File: src/rtl/bin2bcd_seq_pkg.sv
// Shared types and constants for the sequential binary-to-BCD converter
// that feeds the numdisplay 7-segment decoder.
package bin2bcd_seq_pkg;

  typedef enum logic [1:0] {
    IDLE,
    SHIFT,
    DONE
  } state_t;

  localparam logic [31:0] BLANK_DIGIT = 32'h0000_000F;
  localparam int unsigned MAX_DEC     = 99_999_999;
  localparam int          BCD_DIGITS  = 10;
  localparam int          BCD_W       = 4 * BCD_DIGITS;

endpackage

File: src/rtl/bin2bcd_seq_if.sv
// Handshake and display bus between a value producer (master) and the
// binary-to-BCD converter (slave).
interface bin2bcd_seq_if #(
  parameter int IN_W = 32
);

  logic            in_valid;
  logic            in_ready;
  logic [IN_W-1:0] bin_in;
  logic            out_valid;
  logic            ovf;
  logic [31:0]     dig0, dig1, dig2, dig3, dig4, dig5, dig6, dig7;

  modport master (
    output in_valid, bin_in,
    input  in_ready, out_valid, ovf,
    input  dig0, dig1, dig2, dig3, dig4, dig5, dig6, dig7
  );

  modport slave (
    input  in_valid, bin_in,
    output in_ready, out_valid, ovf,
    output dig0, dig1, dig2, dig3, dig4, dig5, dig6, dig7
  );

endinterface

File: src/rtl/bin2bcd_seq_bcd_add3.sv
// Double-dabble correction for one BCD nibble: values of 5 or more get +3
// so that the following left shift carries correctly into the next digit.
module bcd_add3 (
  input  logic [3:0] nib,
  output logic [3:0] adj
);

  assign adj = (nib >= 4'd5) ? nib + 4'd3 : nib;

endmodule

File: src/rtl/bin2bcd_seq.sv
// Sequential shift-and-add-3 converter: one binary value per handshake,
// eight zero-extended BCD digits (blanked/saturated) for numdisplay.
module bin2bcd_seq
  import bin2bcd_seq_pkg::*;
#(
  parameter int IN_W     = 32,
  parameter int N_DIG    = 8,
  parameter int BLANK_LZ = 1
) (
  input  logic          clk,
  input  logic          rst,
  bin2bcd_seq_if.slave  bus
);

  localparam int CNT_W = $clog2(IN_W + 1);

  state_t            state, state_nxt;
  logic [IN_W-1:0]   bin_q;
  logic [BCD_W-1:0]  bcd_q;
  logic [BCD_W-1:0]  adj;
  logic [CNT_W-1:0]  cnt_q;
  logic              last_iter;

  logic              ovf_c;
  logic              lead;
  logic [31:0]       disp  [N_DIG];
  logic [31:0]       dig_q [N_DIG];
  logic              out_valid_q;
  logic              ovf_q;

  for (genvar k = 0; k < BCD_DIGITS; k++) begin : g_add3
    bcd_add3 u_add3 (
      .nib (bcd_q[4*k +: 4]),
      .adj (adj[4*k +: 4])
    );
  end

  assign last_iter = (cnt_q == CNT_W'(IN_W - 1));

  // NOTE: every signal driven in always_comb gets a default first, so no path can infer a latch.
  always_comb begin
    state_nxt = state;
    unique case (state)
      IDLE:    if (bus.in_valid) state_nxt = SHIFT;
      SHIFT:   if (last_iter)    state_nxt = DONE;
      DONE:                      state_nxt = IDLE;
      default:                   state_nxt = IDLE;
    endcase
  end

  // NOTE: sequential state uses non-blocking assignments so all registers update from pre-edge values.
  always_ff @(posedge clk) begin
    if (rst) state <= IDLE;
    else     state <= state_nxt;
  end

  // The adjusted accumulator and the binary MSB shift left together as one word.
  always_ff @(posedge clk) begin
    if (rst) begin
      bin_q <= '0;
      bcd_q <= '0;
      cnt_q <= '0;
    end else begin
      unique case (state)
        IDLE: if (bus.in_valid) begin
          bin_q <= bus.bin_in;
          bcd_q <= '0;
          cnt_q <= '0;
        end
        SHIFT: begin
          bcd_q <= BCD_W'({adj, bin_q[IN_W-1]});
          bin_q <= bin_q << 1;
          cnt_q <= cnt_q + 1'b1;
        end
        default: ;
      endcase
    end
  end

  // Saturate on digits 8/9; otherwise blank leading zeros from the top, never dig0.
  always_comb begin
    ovf_c = |bcd_q[BCD_W-1:4*N_DIG];
    lead  = (BLANK_LZ != 0);
    for (int k = N_DIG - 1; k >= 0; k--) begin
      disp[k] = {28'h0, bcd_q[4*k +: 4]};
      if (ovf_c) begin
        disp[k] = 32'd9;
      end else if (lead && (k != 0) && (bcd_q[4*k +: 4] == 4'd0)) begin
        disp[k] = BLANK_DIGIT;
      end else begin
        lead = 1'b0;
      end
    end
  end

  // NOTE: the digit register array is reset explicitly so the display comes up blank, not random.
  always_ff @(posedge clk) begin
    if (rst) begin
      out_valid_q <= 1'b0;
      ovf_q       <= 1'b0;
      for (int k = 0; k < N_DIG; k++) dig_q[k] <= BLANK_DIGIT;
    end else begin
      out_valid_q <= (state == DONE);
      if (state == DONE) begin
        ovf_q <= ovf_c;
        dig_q <= disp;
      end
    end
  end

  assign bus.in_ready  = (state == IDLE);
  assign bus.out_valid = out_valid_q;
  assign bus.ovf       = ovf_q;
  assign bus.dig0      = dig_q[0];
  assign bus.dig1      = dig_q[1];
  assign bus.dig2      = dig_q[2];
  assign bus.dig3      = dig_q[3];
  assign bus.dig4      = dig_q[4];
  assign bus.dig5      = dig_q[5];
  assign bus.dig6      = dig_q[6];
  assign bus.dig7      = dig_q[7];

endmodule

File: src/flat_wrapper.sv
// flat-port wrapper written by rule: the top's interface ports become plain ports
module bin2bcd_seq_flat import bin2bcd_seq_pkg::*;
#(
  parameter int IN_W     = 32,
  parameter int N_DIG    = 8,
  parameter int BLANK_LZ = 1
)
  (clk, rst, bus_in_valid, bus_bin_in, bus_in_ready, bus_out_valid, bus_ovf, bus_dig0, bus_dig1, bus_dig2, bus_dig3, bus_dig4, bus_dig5, bus_dig6, bus_dig7);
  bin2bcd_seq_if #(.IN_W(IN_W)) bus_i ();
  input  logic clk;
  input  logic rst;
  input wire logic [$bits(bus_i.in_valid)-1:0] bus_in_valid;
  input wire logic [$bits(bus_i.bin_in)-1:0] bus_bin_in;
  output wire logic [$bits(bus_i.in_ready)-1:0] bus_in_ready;
  output wire logic [$bits(bus_i.out_valid)-1:0] bus_out_valid;
  output wire logic [$bits(bus_i.ovf)-1:0] bus_ovf;
  output wire logic [$bits(bus_i.dig0)-1:0] bus_dig0;
  output wire logic [$bits(bus_i.dig1)-1:0] bus_dig1;
  output wire logic [$bits(bus_i.dig2)-1:0] bus_dig2;
  output wire logic [$bits(bus_i.dig3)-1:0] bus_dig3;
  output wire logic [$bits(bus_i.dig4)-1:0] bus_dig4;
  output wire logic [$bits(bus_i.dig5)-1:0] bus_dig5;
  output wire logic [$bits(bus_i.dig6)-1:0] bus_dig6;
  output wire logic [$bits(bus_i.dig7)-1:0] bus_dig7;
  assign bus_i.in_valid = bus_in_valid;
  assign bus_i.bin_in = bus_bin_in;
  assign bus_in_ready = bus_i.in_ready;
  assign bus_out_valid = bus_i.out_valid;
  assign bus_ovf = bus_i.ovf;
  assign bus_dig0 = bus_i.dig0;
  assign bus_dig1 = bus_i.dig1;
  assign bus_dig2 = bus_i.dig2;
  assign bus_dig3 = bus_i.dig3;
  assign bus_dig4 = bus_i.dig4;
  assign bus_dig5 = bus_i.dig5;
  assign bus_dig6 = bus_i.dig6;
  assign bus_dig7 = bus_i.dig7;
  bin2bcd_seq #(.IN_W(IN_W), .N_DIG(N_DIG), .BLANK_LZ(BLANK_LZ)) u_core (.clk(clk), .rst(rst), .bus(bus_i));
endmodule
File: config.mk
export PLATFORM = sky130hd
export DESIGN_NAME = bin2bcd_seq_flat
export DESIGN_NICKNAME = d
export VERILOG_FILES = /design/src/rtl/bin2bcd_seq_pkg.sv /design/src/rtl/bin2bcd_seq_if.sv /design/src/rtl/bin2bcd_seq_bcd_add3.sv /design/src/rtl/bin2bcd_seq.sv /design/src/flat_wrapper.sv
export SDC_FILE = /design/constraint.sdc
export NUM_CORES = 1
export LEC_CHECK = 0
export ABC_AREA = 0
export CORE_MARGIN = 4
export CORE_UTILIZATION = 44
export CTS_CLUSTER_DIAMETER = 60
export DETAILED_ROUTE_END_ITERATION = 8
export PLACE_DENSITY = 0.88
export SYNTH_ARGS = -nofsm -noshare
export SYNTH_HDL_FRONTEND = slang
export SYNTH_SLANG_ARGS = --single-unit
File: constraint.sdc
create_clock -name clk -period 2.3 [get_ports clk]
set_input_delay 0.23 -clock clk [delete_from_list [all_inputs] [get_ports clk]]
set_output_delay 0.23 -clock clk [all_outputs]
set_load 0.05 [all_outputs]
; After elaboration in Yosys (flattened, before gate mapping)
; Cells that the tools add are included.
; W data, S select, Z words.
[word_totals]
word_cells = 104
register_bits = 338
[op_classes]
n_lt_le_gt_ge = 10
addsub = 11
muxes = 46
n_reduce_logical = 18
eq_ne = 5
[op_table]
columns = cell, count
row1 = $mux W32, 8
row2 = $pmux W40 S2, 1
row3 = $mux W4, 17
row4 = $pmux W32 S2, 1
row5 = $ge A4 B3 Y1 const B, 10
row6 = $mux W40, 1
row7 = $add A4 B2 Y4 const B, 9
row8 = $logic_not A4 Y1, 7
row9 = $mux W1, 12
row10 = $pmux W6 S2, 1
row11 = $reduce_or A8 Y1, 1
row12 = $add A6 B1 Y6 const B, 1
row13 = $eq A6 B5 Y1 const B, 1
row14 = $logic_and A1 B1 Y1, 6
row15 = $mux W6, 1
row16 = $mux W2, 2
row17 = $pmux W2 S2, 1
row18 = $reduce_and A2 Y1, 2
row19 = $add A3 B2 Y3 const B, 1
row20 = $mux W3, 1
row21 = $eq A2 B1 Y1 const B, 1
row22 = $eq A2 B2 Y1 const B, 1
row23 = $logic_not A2 Y1, 1
row24 = $ne A2 B1 Y1 const B, 1
row25 = other kinds (2), 2

; Logic depth before layout (Yosys ltp)
; Gate-level depths: netlist (run 1).
[logic_depth]
depth_word = 21
ltp_mapped = 7
ltp_nobuf = 6

; Cells and area by module
; Synthesis (run 1) repeated with hierarchy kept, for this count alone.
[hier_totals]
hier_cells = 897
hier_area_um2 = 7159.4
[modules_own_cells]
columns = module, cells_each, instances, area_per_inst_um2
row1 = bin2bcd_seq, 737, 1, 6145.9
row2 = bcd_add3, 16, 10, 101.3

; Least setup slack after synthesis (run 1)
; OpenSTA, ideal clock, no wires.
[synth_timing]
kind = register to output
from = reg u_core.state[1]
to = out bus_in_ready
n_path_buf = 3
arrival_ps = 1547
setup_slack_ps = 523
stages_incl_launch_ff = 5
t_required_ps = 2070
path_cell_list = dfxtp_1 -> buf_2 -> clkbuf_1 -> buf_1 -> nor2_1
[synth_via]
elab_chain_len = 1
[synth_lines]
columns = element, line
row1 = "start, declared", bin2bcd_seq.sv:17  ; state_t state, state_nxt;
row2 = "start signal, assigned", bin2bcd_seq.sv:54  ; else state <= state_nxt;
row3 = $logic_not A2 Y1, bin2bcd_seq.sv:111  ; assign bus.in_ready = (state == IDLE);
row4 = "end, declared", flat_wrapper.sv:14  ; output wire logic [$bits(bus_i.in_ready)-1:0] bus_in_ready;
; Every way passes these cells.

; Worst setup path after layout (run 1)
[layout_timing]
from = reg u_core.bcd_q[34]
to = reg u_core.dig_q, in the netlist u_core.bus.dig7[3]
[layout_via]
elab_chain_len = 2
[layout_lines]
columns = element, line
row1 = "start, declared", bin2bcd_seq.sv:19  ; logic [BCD_W-1:0] bcd_q;
row2 = "start signal, assigned", bin2bcd_seq.sv:71  ; bcd_q <= BCD_W'({adj, bin_q[IN_W-1]});
row3 = $reduce_or A8 Y1, bin2bcd_seq.sv:82  ; ovf_c = |bcd_q[BCD_W-1:4*N_DIG];
row4 = $mux W32, bin2bcd_seq.sv:86  ; if (ovf_c) begin
row5 = "end signal, assigned", bin2bcd_seq.sv:106  ; dig_q <= disp;
row6 = "end, declared", bin2bcd_seq.sv:27  ; logic [31:0] dig_q [N_DIG];
; Every way passes these cells.
; A chain may end at the register's enable or synchronous reset.

==> results.sh, run 1 <==
export IMPL_cts_resized=0
export IMPL_clockBufferDepth=2
export IMPL_slew_headroom=0.5815
export IMPL_worstSetupEndpointType="flop"
export IMPL_cp_common_cell="nor4_1"
export IMPL_synth_seq_cells=114
export IMPL_max_stage_delay_ns=0.46
export IMPL_hp_class="in2reg"
export IMPL_hold_viol=0
export IMPL_crit_fanout=11
export IMPL_grt_pass1_wl_mm=24.07
export IMPL_gp_congestion=0.8132
export IMPL_async_flop_share=0
export IMPL_syn_instance_count=863
export IMPL_core_area_um2=15940
export IMPL_postSynthAreaPerCell_um2=8.326
export IMPL_ir_worst_vdd_v=0.0005593
export IMPL_die_y_um=135.8
export IMPL_clk_latency_ns=0.41
export IMPL_finalCritPeriodShare=0.8657
export IMPL_drv_cap=0
export IMPL_path_class="reg2reg"
export IMPL_worst_r2r_path_depth=5
export IMPL_reg2reg_to="u_core.bus.dig7[3]"
export IMPL_via_per_inst=4.826
export IMPL_grt_antenna_before_repair=0
export IMPL_grt_ovfl_total=0
export IMPL_antenna_left=0
export IMPL_clock_sinks=114
export IMPL_drt_total_wl_mm=15.65
export IMPL_final_cell_mix="224 x conb_1, 114 x dfxtp_1, 87 x nor2_1"
export IMPL_fin_crit_ns=1.991
export IMPL_grt_pass1_vias=4994
export IMPL_rsz0062_at_grt="no"
export IMPL_start_util=0.4507
export IMPL_grtUsageTotal=0.1599
export IMPL_synth_area_um2=7186
export IMPL_ios=294
export IMPL_cp_start_kind="flop"
export IMPL_port_buffers=69
export IMPL_outcome="finished, final reports clean"
export IMPL_arrival_ns=2.28
export IMPL_syn_to_final_growth_pct=9.159
export IMPL_remaining_drc_errors=0
export IMPL_yosysUniqueCellTypes=50
export IMPL_root_buffer="clkbuf_16"
export IMPL_htreeDepth=4
export IMPL_synth_edff_count=0
export IMPL_first_pass_iters=6
export IMPL_setup_tns_ns=0
export IMPL_die_area_um2=18440
export IMPL_reg2reg_from="u_core.bcd_q[34]"
export IMPL_first_iter_violations=467
export IMPL_cts_tree="yes"
export IMPL_n_antenna_cell=0
export IMPL_synth_main_ff_cell="dfxtp_1"
export IMPL_r2r_slack_ns=0.31
export IMPL_wl_per_cell_um=13.55
export IMPL_die_w_um=135.8
export IMPL_p_leak_nw=3.546
export IMPL_fin_skew_ns=0.007337
export IMPL_timing_fmax_ghz=0.5022
export IMPL_synth_warnings=0
export IMPL_slew_viol_final=0
export IMPL_power_total_mw=5.817
export IMPL_nets=990
export IMPL_vias=5574
export IMPL_hold_buffers=0
export IMPL_drive_gt1_frac=0.08307
export IMPL_rows=46
export IMPL_numCtsBuffers=17
export IMPL_crit_chain="nor4_1, nand3_2, buf_4, nor4_1, o21bai_1"
export IMPL_synth_seq_area_share=0.3176
export IMPL_hold_start="rst"
export IMPL_required_ns=2.59
export IMPL_finalSetupViolCount=0
export IMPL_path_clk_slew_ns=0.05
export IMPL_p_per_area_nw_per_um2=741.6
export IMPL_grt_max_degree=46
export IMPL_worst_pin_slew_ns=0.6277
export IMPL_postCtsSetupRepairBufs=0
export IMPL_final_common_cell="conb_1"
export IMPL_holdPathStages=2
export IMPL_dpl_hpwl_mm=10.93
export IMPL_critical_path_slowest_cell="nor4_1"
export IMPL_min_to="u_core.cnt_q[5]"
[metrics by stage]
step	hold slack (ns)	utilization	instance area [µm²]	cells	setup slack, ns
5_1_grt	0.3922	0.4920	7844	1155	0.1998
6_report	0.3504	0.4920	7844	1155	0.3089
3_3_place_gp	0.4345	0.4561	7272	1123	0.3370
4_1_cts	0.3399	0.4920	7844	1155	0.3335
3_5_place_dp	0.4452	0.4561	7272	1123	0.2451
2_1_floorplan	0.3557	-	8023	1086	0.5233
[cell usage after synthesis, types with 3 or more instances]
cell type    n  area share
buf_2        9      0.0063
nand2b_1    15       0.013
mux2i_1     11       0.015
buf_4      224        0.23
o221a_2     12       0.019
o31ai_1     13       0.014
xnor2_1     10       0.012
nor4_1      13       0.011
ha_1        29       0.050
nor2_1      88       0.046
a2111oi_0    9       0.011
nand2_1     16      0.0084
inv_1       37       0.019
o21ai_1      5      0.0035
o21bai_1     9      0.0094
a222oi_1     5      0.0070
nor3b_1      6      0.0063
nor2b_1     11      0.0096
o22ai_1     15       0.013
o21ai_0     24       0.017
o211ai_1     3      0.0031
a22o_1      11       0.013
buf_1        5      0.0026
a32o_1      10       0.014
dfxtp_1    114        0.32
xor2_1       4      0.0049
clkbuf_1    29       0.015
nor3_1      12      0.0084
a21oi_1     83       0.058
o32ai_1      4      0.0049
[worst max-delay path, delay by kind of cell, from the launching register on]
kind | cells | cell delay (ns)
flops | 1 | 0.36
buf+inv | 1 | 0.28
simple gates | 3 | 1.13
compound gates | 1 | 0.09
[final cells by class]
cell class	count	area, µm²
clock buffer	21	460.4
multi-input combinational	666	3727
inverter	37	138.9
sequential	114	2282
clock inverter	11	111.4
tap	216	270.3
timing repair buffer	90	853.3
fill	1438	8099
[worst max path at each step]
stage,to,slack [ns],cells after the start,start
2_1_floorplan,bus_in_ready,0.52,4,u_core.state[1]
3_3_place_gp,u_core.bin_q[17],0.34,5,bus_in_valid
3_5_place_dp,u_core.bin_q[17],0.25,5,bus_in_valid
4_1_cts,u_core.bus.dig7[3],0.33,5,u_core.bcd_q[34]
5_1_grt,u_core.bus.dig7[3],0.20,5,u_core.bcd_q[34]
6_report,u_core.bus.dig7[3],0.31,5,u_core.bcd_q[34]
[where the power goes]
part	switching [mW]	leakage [nW]	total [mW]	internal, mW
logic	1.02	2.33	1.19	0.172
clock network	0.897	0.286	2.53	1.63
registers	0.0473	0.927	2.09	2.04
total	1.97	3.55	5.82	3.85
[cells by family after synthesis]
family                   Yosys count  synth area share
AND/OR/NAND/NOR                  177            0.1219
adder cells (fa/ha/maj)           29           0.05050
buffers and inverters            306            0.2805
XOR/XNOR                          14           0.01706
AO/OA/AOI/OAI                    209            0.1935
multiplexers                      13           0.01846
flip-flops                       114            0.3176
other                              1         0.0005219
[layer usage]
layer,track usage,part of all wire
met1,0.1901,0.38
met2,0.2699,0.49
met5,0,0
met3,0.03900,0.099
met4,0.07783,0.027
[sequential cells by signal, indices dropped and copies added, names as in the netlist]
register / flops
u_core.bcd_q: 40
u_core.bin_q: 32
u_core.bus.dig0: 4
u_core.bus.dig1: 4
u_core.bus.dig2: 4
u_core.bus.dig3: 4
u_core.bus.dig4: 4
u_core.bus.dig5: 4
u_core.bus.dig6: 4
u_core.bus.dig7: 4
u_core.bus.out_valid: 1
u_core.bus.ovf: 1
u_core.cnt_q: 6
u_core.state: 2
Note: power is estimated with default switching activity, not from simulation.
==> run 2, diff against run 1 <==
--- a/config.mk
+++ b/config.mk
@@ -13,4 +13,5 @@
 export PLACE_DENSITY = 0.88
 export SYNTH_ARGS = -nofsm -noshare
 export SYNTH_HDL_FRONTEND = slang
+export SYNTH_HIERARCHICAL = 1
 export SYNTH_SLANG_ARGS = --single-unit
==> constraint.sdc (replaced) <==
create_clock -name clk -period 2.05 [get_ports clk]
set_input_delay 0.205 -clock clk [delete_from_list [all_inputs] [get_ports clk]]
set_output_delay 0.205 -clock clk [all_outputs]
set_load 0.05 [all_outputs]
==> results.sh, run 2 <==
export IMPL_synth_area_um2=7139
export IMPL_postSynthAreaPerCell_um2=7.995
export IMPL_pwr_share_clk=0.471
export IMPL_intPower_mw=4.591
export IMPL_holdPathStages=2
export IMPL_seq_power_share=0.339
export IMPL_top_regs="u_core/bcd_q x40, u_core/bin_q x32, u_core/cnt_q x6"
export IMPL_final_cell_mix="224 x conb_1, 116 x nor2_1, 113 x dfxtp_1"
export IMPL_worstSetupEndpointType="flop"
export IMPL_slew_headroom=0.5678
export IMPL_first_iter_violations=574
export IMPL_swShare=0.3262
export IMPL_power_total_mw=6.813
export IMPL_drive_gt1_frac=0.07914
export IMPL_core_area_um2=15890
export IMPL_power_frac_comb=0.189
export IMPL_register_area_um2=2283
export IMPL_setup_tns_ns=0
export IMPL_dpl_hpwl_mm=10.40
export IMPL_timing_fmax_ghz=0.5128
export IMPL_clock_sinks=114
export IMPL_largest_reg_flops=40
export IMPL_rows=46
export IMPL_remaining_drc_errors=0
export IMPL_worst_pin_slew_ns=0.6424
export IMPL_finalSetupViolCount=0
export IMPL_antenna_left=0
export IMPL_multi_input_area_um2=3770
export IMPL_grt_pass1_wl_mm=23.84
export IMPL_hp_class="in2reg"
export IMPL_slew_viol_final=0
export IMPL_rsz0062_at_grt="no"
export IMPL_vias=5559
export IMPL_synth_warnings=6
export IMPL_die_y_um=135.4
export IMPL_syn_instance_count=893
export IMPL_start_util=0.4494
export IMPL_cp_start_kind="flop"
export IMPL_drt_total_wl_mm=15.76
export IMPL_clk_latency_ns=0.41
export IMPL_cts_tree="yes"
export IMPL_grt_ovfl_total=0
export IMPL_n_antenna_cell=0
export IMPL_grt_max_degree=50
export IMPL_nets=1016
export IMPL_hold_viol=0
export IMPL_grtUsageTotal=0.1581
export IMPL_grt_pass1_vias=4931
export IMPL_fill_cells=1404
export IMPL_first_pass_iters=5
export IMPL_syn_to_final_growth_pct=10.88
export IMPL_cts_resized=0
export IMPL_drv_cap=0
export IMPL_root_buffer="clkbuf_16"
export IMPL_required_ns=2.40
export IMPL_wl_per_cell_um=13.25
export IMPL_ios=294
export IMPL_switchingPower_mw=2.222
export IMPL_ir_worst_vdd_v=0.0005259
export IMPL_fin_skew_ns=0.006966
export IMPL_gp_congestion=0.8571
export IMPL_path_clk_slew_ns=0.05
export IMPL_finalCritPeriodShare=0.9513
export IMPL_path_class="reg2reg"
export IMPL_arrival_ns=2.30
export IMPL_postCtsSetupRepairBufs=0
export IMPL_top_register="u_core/bcd_q"
export IMPL_via_per_inst=4.675
export IMPL_die_w_um=135.4
export IMPL_fin_crit_ns=1.950
export IMPL_numCtsBuffers=17
export IMPL_outcome="finished, final reports clean"
export IMPL_die_area_um2=18330
export IMPL_final_common_cell="conb_1"
export IMPL_hold_buffers=0
export IMPL_p_per_area_nw_per_um2=860.6
export IMPL_finish_utilization=0.4983
export IMPL_grt_antenna_before_repair=0
export IMPL_worst_r2r_path_depth=5
export IMPL_htreeDepth=4
export IMPL_p_leak_nw=3.593
export IMPL_port_buffers=69
export IMPL_clockBufferDepth=2
export IMPL_crit_fanout=7
-- run 2: changes by cell type in the layout (fill, tap and decap cells not counted), moves of 10 or more --
cell / change
a21oi_1: -35
nand2_1: +32
a22o_1: +30
nor2_1: +29
nor3_1: +24
nor2b_1: +21
inv_1: -14
o22ai_1: -13
o31ai_1: -13
nand2b_1: +12
o221a_2: -12
a21oi_2: +10
a32o_1: -10
-- run 2: through the flow --
stage	area [µm²]	setup slack (ns)	hold WS, ns	std cells
2_1_floorplan	7976	0.3496	0.3709	1116
3_3_place_gp	7256	0.2109	0.4475	1155
3_5_place_dp	7256	0.1672	0.4551	1155
4_1_cts	7901	0.03669	0.2450	1187
5_1_grt	7916	0.004860	0.2620	1189
6_report	7916	0.09979	0.2593	1189
-- run 2: final cells by class --
class	instances	share of cell area
multi-input cells	713	0.4762
flip-flops and latches	114	0.2884
repair buffers	91	0.1087
clock buffers	21	0.05943
well taps	216	0.03414
clock inverters	11	0.02213
inverters	23	0.01091
-- run 2: power by group through the flow --
| stage | clock network (mW) | registers, mW | logic [mW] |
|---|---|---|---|
| 5_1_grt | 3.34 | 2.32 | 1.36 |
| 4_1_cts | 3.24 | 2.31 | 1.27 |
| 3_3_place_gp | 0 | 2.35 | 1.26 |
| 6_report | 3.21 | 2.31 | 1.29 |
| 3_5_place_dp | 0 | 2.36 | 1.27 |
| 2_1_floorplan | 0 | 2.35 | 1.48 |
-- run 2: worst paths after layout --
kind	from	to	slack, ns
setup / recovery	u_core/bcd_q[24]	u_core/bus.dig3[0]	0.1
hold / removal	rst	u_core/bus.dig6[0]	0.26
setup reg to reg	u_core/bcd_q[24]	u_core/bus.dig3[0]	0.1
hold reg to reg	u_core/bus.dig6[2]	u_core/bus.dig6[2]	0.47
-- run 2: layer usage --
layer | vias to the layer above | GRT usage | wire length [µm]
met5 | - | 0 | 0
met4 | 0 | 0.06327 | 342
met3 | 33 | 0.04309 | 1328
met2 | 308 | 0.2713 | 7910
met1 | 2550 | 0.1874 | 6172
li1 | 2668 | - | -
-- run 2: worst max-delay path, cell delays in order, from the launching register on --
cell     delay, ns
dfxtp_1       0.37
or4_4         0.59
nor4_4        0.47
buf_4         0.20
and2_1        0.14
o32a_1        0.13
==> run 3, diff against run 2 <==
--- a/config.mk
+++ b/config.mk
@@ -8,10 +8,11 @@
 export ABC_AREA = 0
 export CORE_MARGIN = 4
 export CORE_UTILIZATION = 44
+export CTS_BUF_LIST = sky130_fd_sc_hd__clkbuf_4 sky130_fd_sc_hd__clkbuf_8 sky130_fd_sc_hd__clkbuf_16
 export CTS_CLUSTER_DIAMETER = 60
 export DETAILED_ROUTE_END_ITERATION = 8
+export MAX_ROUTING_LAYER = met4
 export PLACE_DENSITY = 0.88
 export SYNTH_ARGS = -nofsm -noshare
 export SYNTH_HDL_FRONTEND = slang
-export SYNTH_HIERARCHICAL = 1
 export SYNTH_SLANG_ARGS = --single-unit
==> results.sh, run 3 (same netlist as run 1, synthesis figures left out) <==
export IMPL_first_pass_iters=5
export IMPL_htreeDepth=4
export IMPL_slew_headroom=0.5965
export IMPL_p_leak_nw=3.601
export IMPL_p_per_area_nw_per_um2=821.2
export IMPL_dpl_hpwl_mm=11.41
export IMPL_grt_antenna_before_repair=0
export IMPL_nets=994
export IMPL_gp_congestion=0.8567
export IMPL_fin_crit_ns=1.962
export IMPL_drv_cap=0
export IMPL_numCtsBuffers=17
export IMPL_clk_latency_ns=0.42
export IMPL_grt_max_degree=35
export IMPL_wl_per_cell_um=14.47
export IMPL_start_util=0.4507
export IMPL_hp_class="in2reg"
export IMPL_critical_path_slowest_cell="or3b_4"
export IMPL_worstSetupEndpointType="flop"
export IMPL_outcome="finished, final reports clean"
export IMPL_hold_viol=0
export IMPL_rsz0062_at_grt="no"
export IMPL_die_area_um2=18440
export IMPL_die_w_um=135.8
export IMPL_finish_utilization=0.4976
export IMPL_critPathTopFamily="simple AND/OR/NAND/NOR gates"
export IMPL_ir_worst_vdd_v=0.0005775
export IMPL_crit_cells=7
export IMPL_via_per_inst=4.901
export IMPL_grtUsageTotal=0.1762
export IMPL_grt_pass1_wl_mm=25.56
export IMPL_vias=5685
export IMPL_slew_viol_final=0
export IMPL_remaining_drc_errors=0
export IMPL_drive_gt1_frac=0.09120
export IMPL_grt_pass1_vias=5187
export IMPL_clockBufferDepth=2
export IMPL_holdPathStages=2
export IMPL_final_cell_mix="224 x conb_1, 114 x dfxtp_1, 87 x nor2_1"
export IMPL_path_class="reg2reg"
export IMPL_setup_tns_ns=0
export IMPL_root_buffer="clkbuf_16"
export IMPL_worst_pin_slew_ns=0.6033
export IMPL_fill_cells=1395
export IMPL_pwr_share_clk=0.430
export IMPL_clock_sinks=114
export IMPL_rows=46
export IMPL_final_common_cell="conb_1"
export IMPL_switchingPower_mw=2.204
export IMPL_core_area_um2=15940
export IMPL_intPower_mw=4.311
export IMPL_worst_r2r_path_depth=7
export IMPL_cts_tree="yes"
export IMPL_crit_fanout=13
export IMPL_power_frac_comb=0.209
export IMPL_arrival_ns=2.30
export IMPL_path_clk_slew_ns=0.05
export IMPL_port_buffers=69
export IMPL_syn_to_final_growth_pct=10.41
export IMPL_finalSetupViolCount=0
export IMPL_hold_buffers=0
export IMPL_top_regs="u_core.bcd_q x40, u_core.bin_q x32, u_core.cnt_q x6"
export IMPL_first_iter_violations=549
export IMPL_swShare=0.3383
export IMPL_top_register="u_core.bcd_q"
export IMPL_seq_power_share=0.360
export IMPL_required_ns=2.39
export IMPL_cp_start_kind="flop"
export IMPL_timing_fmax_ghz=0.5096
export IMPL_path_buf_inv=2
export IMPL_largest_reg_flops=40
export IMPL_max_stage_delay_ns=0.43
export IMPL_grt_ovfl_total=0
export IMPL_fin_skew_ns=0.004936
export IMPL_crit_chain="inv_1, ha_2, or3b_4, nor4_4, buf_12, a21oi_1, o21ai_0"
export IMPL_finalCritPeriodShare=0.9572
export IMPL_ios=294
export IMPL_die_y_um=135.8
export IMPL_antenna_left=0
export IMPL_drt_total_wl_mm=16.79
## run 3: changes by cell type in the layout (fill, tap and decap cells not counted), sizes merged, moves of 9 or more
| cell | change |
|---|---|
| nor2 | -31 |
| inv | +12 |
| o221a | +12 |
| a2111oi | +9 |
| nor2b | -21 |
| o21bai | +9 |
| nand2 | -31 |
| a21oi | +25 |
| a22o | -29 |
| o22ai | +13 |
| o31ai | +13 |
| a32o | +10 |
| nand2b | -12 |
| nor3 | -24 |
## run 3: final timing paths
| check | endpoint | slack [ns] | start |
|---|---|---|---|
| worst max-delay path | u_core.bus.dig1[2] | 0.09 | u_core.bcd_q[28] |
| worst min-delay path | u_core.cnt_q[3] | 0.30 | rst |
| worst max register to register | u_core.bus.dig1[2] | 0.09 | u_core.bcd_q[28] |
| worst min register to register | u_core.bus.dig0[2] | 0.47 | u_core.bus.dig0[2] |
## run 3: area by class of cell
| type | count | area [µm²] | share of cell area |
|---|---|---|---|
| clock buffers | 28 | 551.8 | 0.06955 |
| repair buffers | 94 | 933.4 | 0.1176 |
| diodes | 1 | 2.502 | 0.0003154 |
| flip-flops and latches | 114 | 2282 | 0.2877 |
| multi-input cells | 666 | 3735 | 0.4707 |
| inverters | 37 | 138.9 | 0.01751 |
| well taps | 216 | 270.3 | 0.03406 |
| clock inverters | 4 | 20.02 | 0.002523 |
## run 3: power by group through the flow
stage | registers (mW) | logic, mW | clock network [mW]
after detailed placement | 2.39 | 1.34 | 0
after floorplan | 2.37 | 1.50 | 0
after global placement | 2.39 | 1.32 | 0
final | 2.35 | 1.36 | 2.80
after CTS | 2.35 | 1.34 | 2.82
after global routing | 2.36 | 1.43 | 2.92
## run 3: worst reg2reg max path, cell delays in order, from the launching register on
cell     delay, ns
dfxtp_1       0.34
inv_1         0.13
ha_2          0.23
or3b_4        0.43
nor4_4        0.34
buf_12        0.18
a21oi_1       0.07
o21ai_0       0.16
## run 3: per-stage QoR
step                power, mW  hold WS (ns)  std cells  instance area, µm²  setup WS, ns
global placement        3.710        0.4347       1127                7352        0.2118
CTS                     6.512        0.2833       1159                7924       0.07134
floorplan               3.875        0.3307       1086                8023        0.2765
detailed placement      3.728        0.4463       1127                7352       0.07868
global route            6.709        0.3189       1159                7931      0.001803
finish                  6.516        0.3022       1160                7934       0.08771
## run 3: what timing repair did
action | 4_1_cts | 5_1_grt
setup endpoints to repair | 0 | 5
setup buffers | 0 | 0
gates resized for setup | 0 | 2
## run 3: metal layers
layer / GRT usage / part of all wire / routed length [µm] / up-vias
met5: - / 0 / 0 / -
met4: 0.08175 / 0.025 / 425 / 0
met3: 0.04755 / 0.10 / 1687 / 36
met2: 0.2821 / 0.49 / 8231 / 325
met1: 0.2065 / 0.38 / 6441 / 2661
li1: - / - / - / 2663
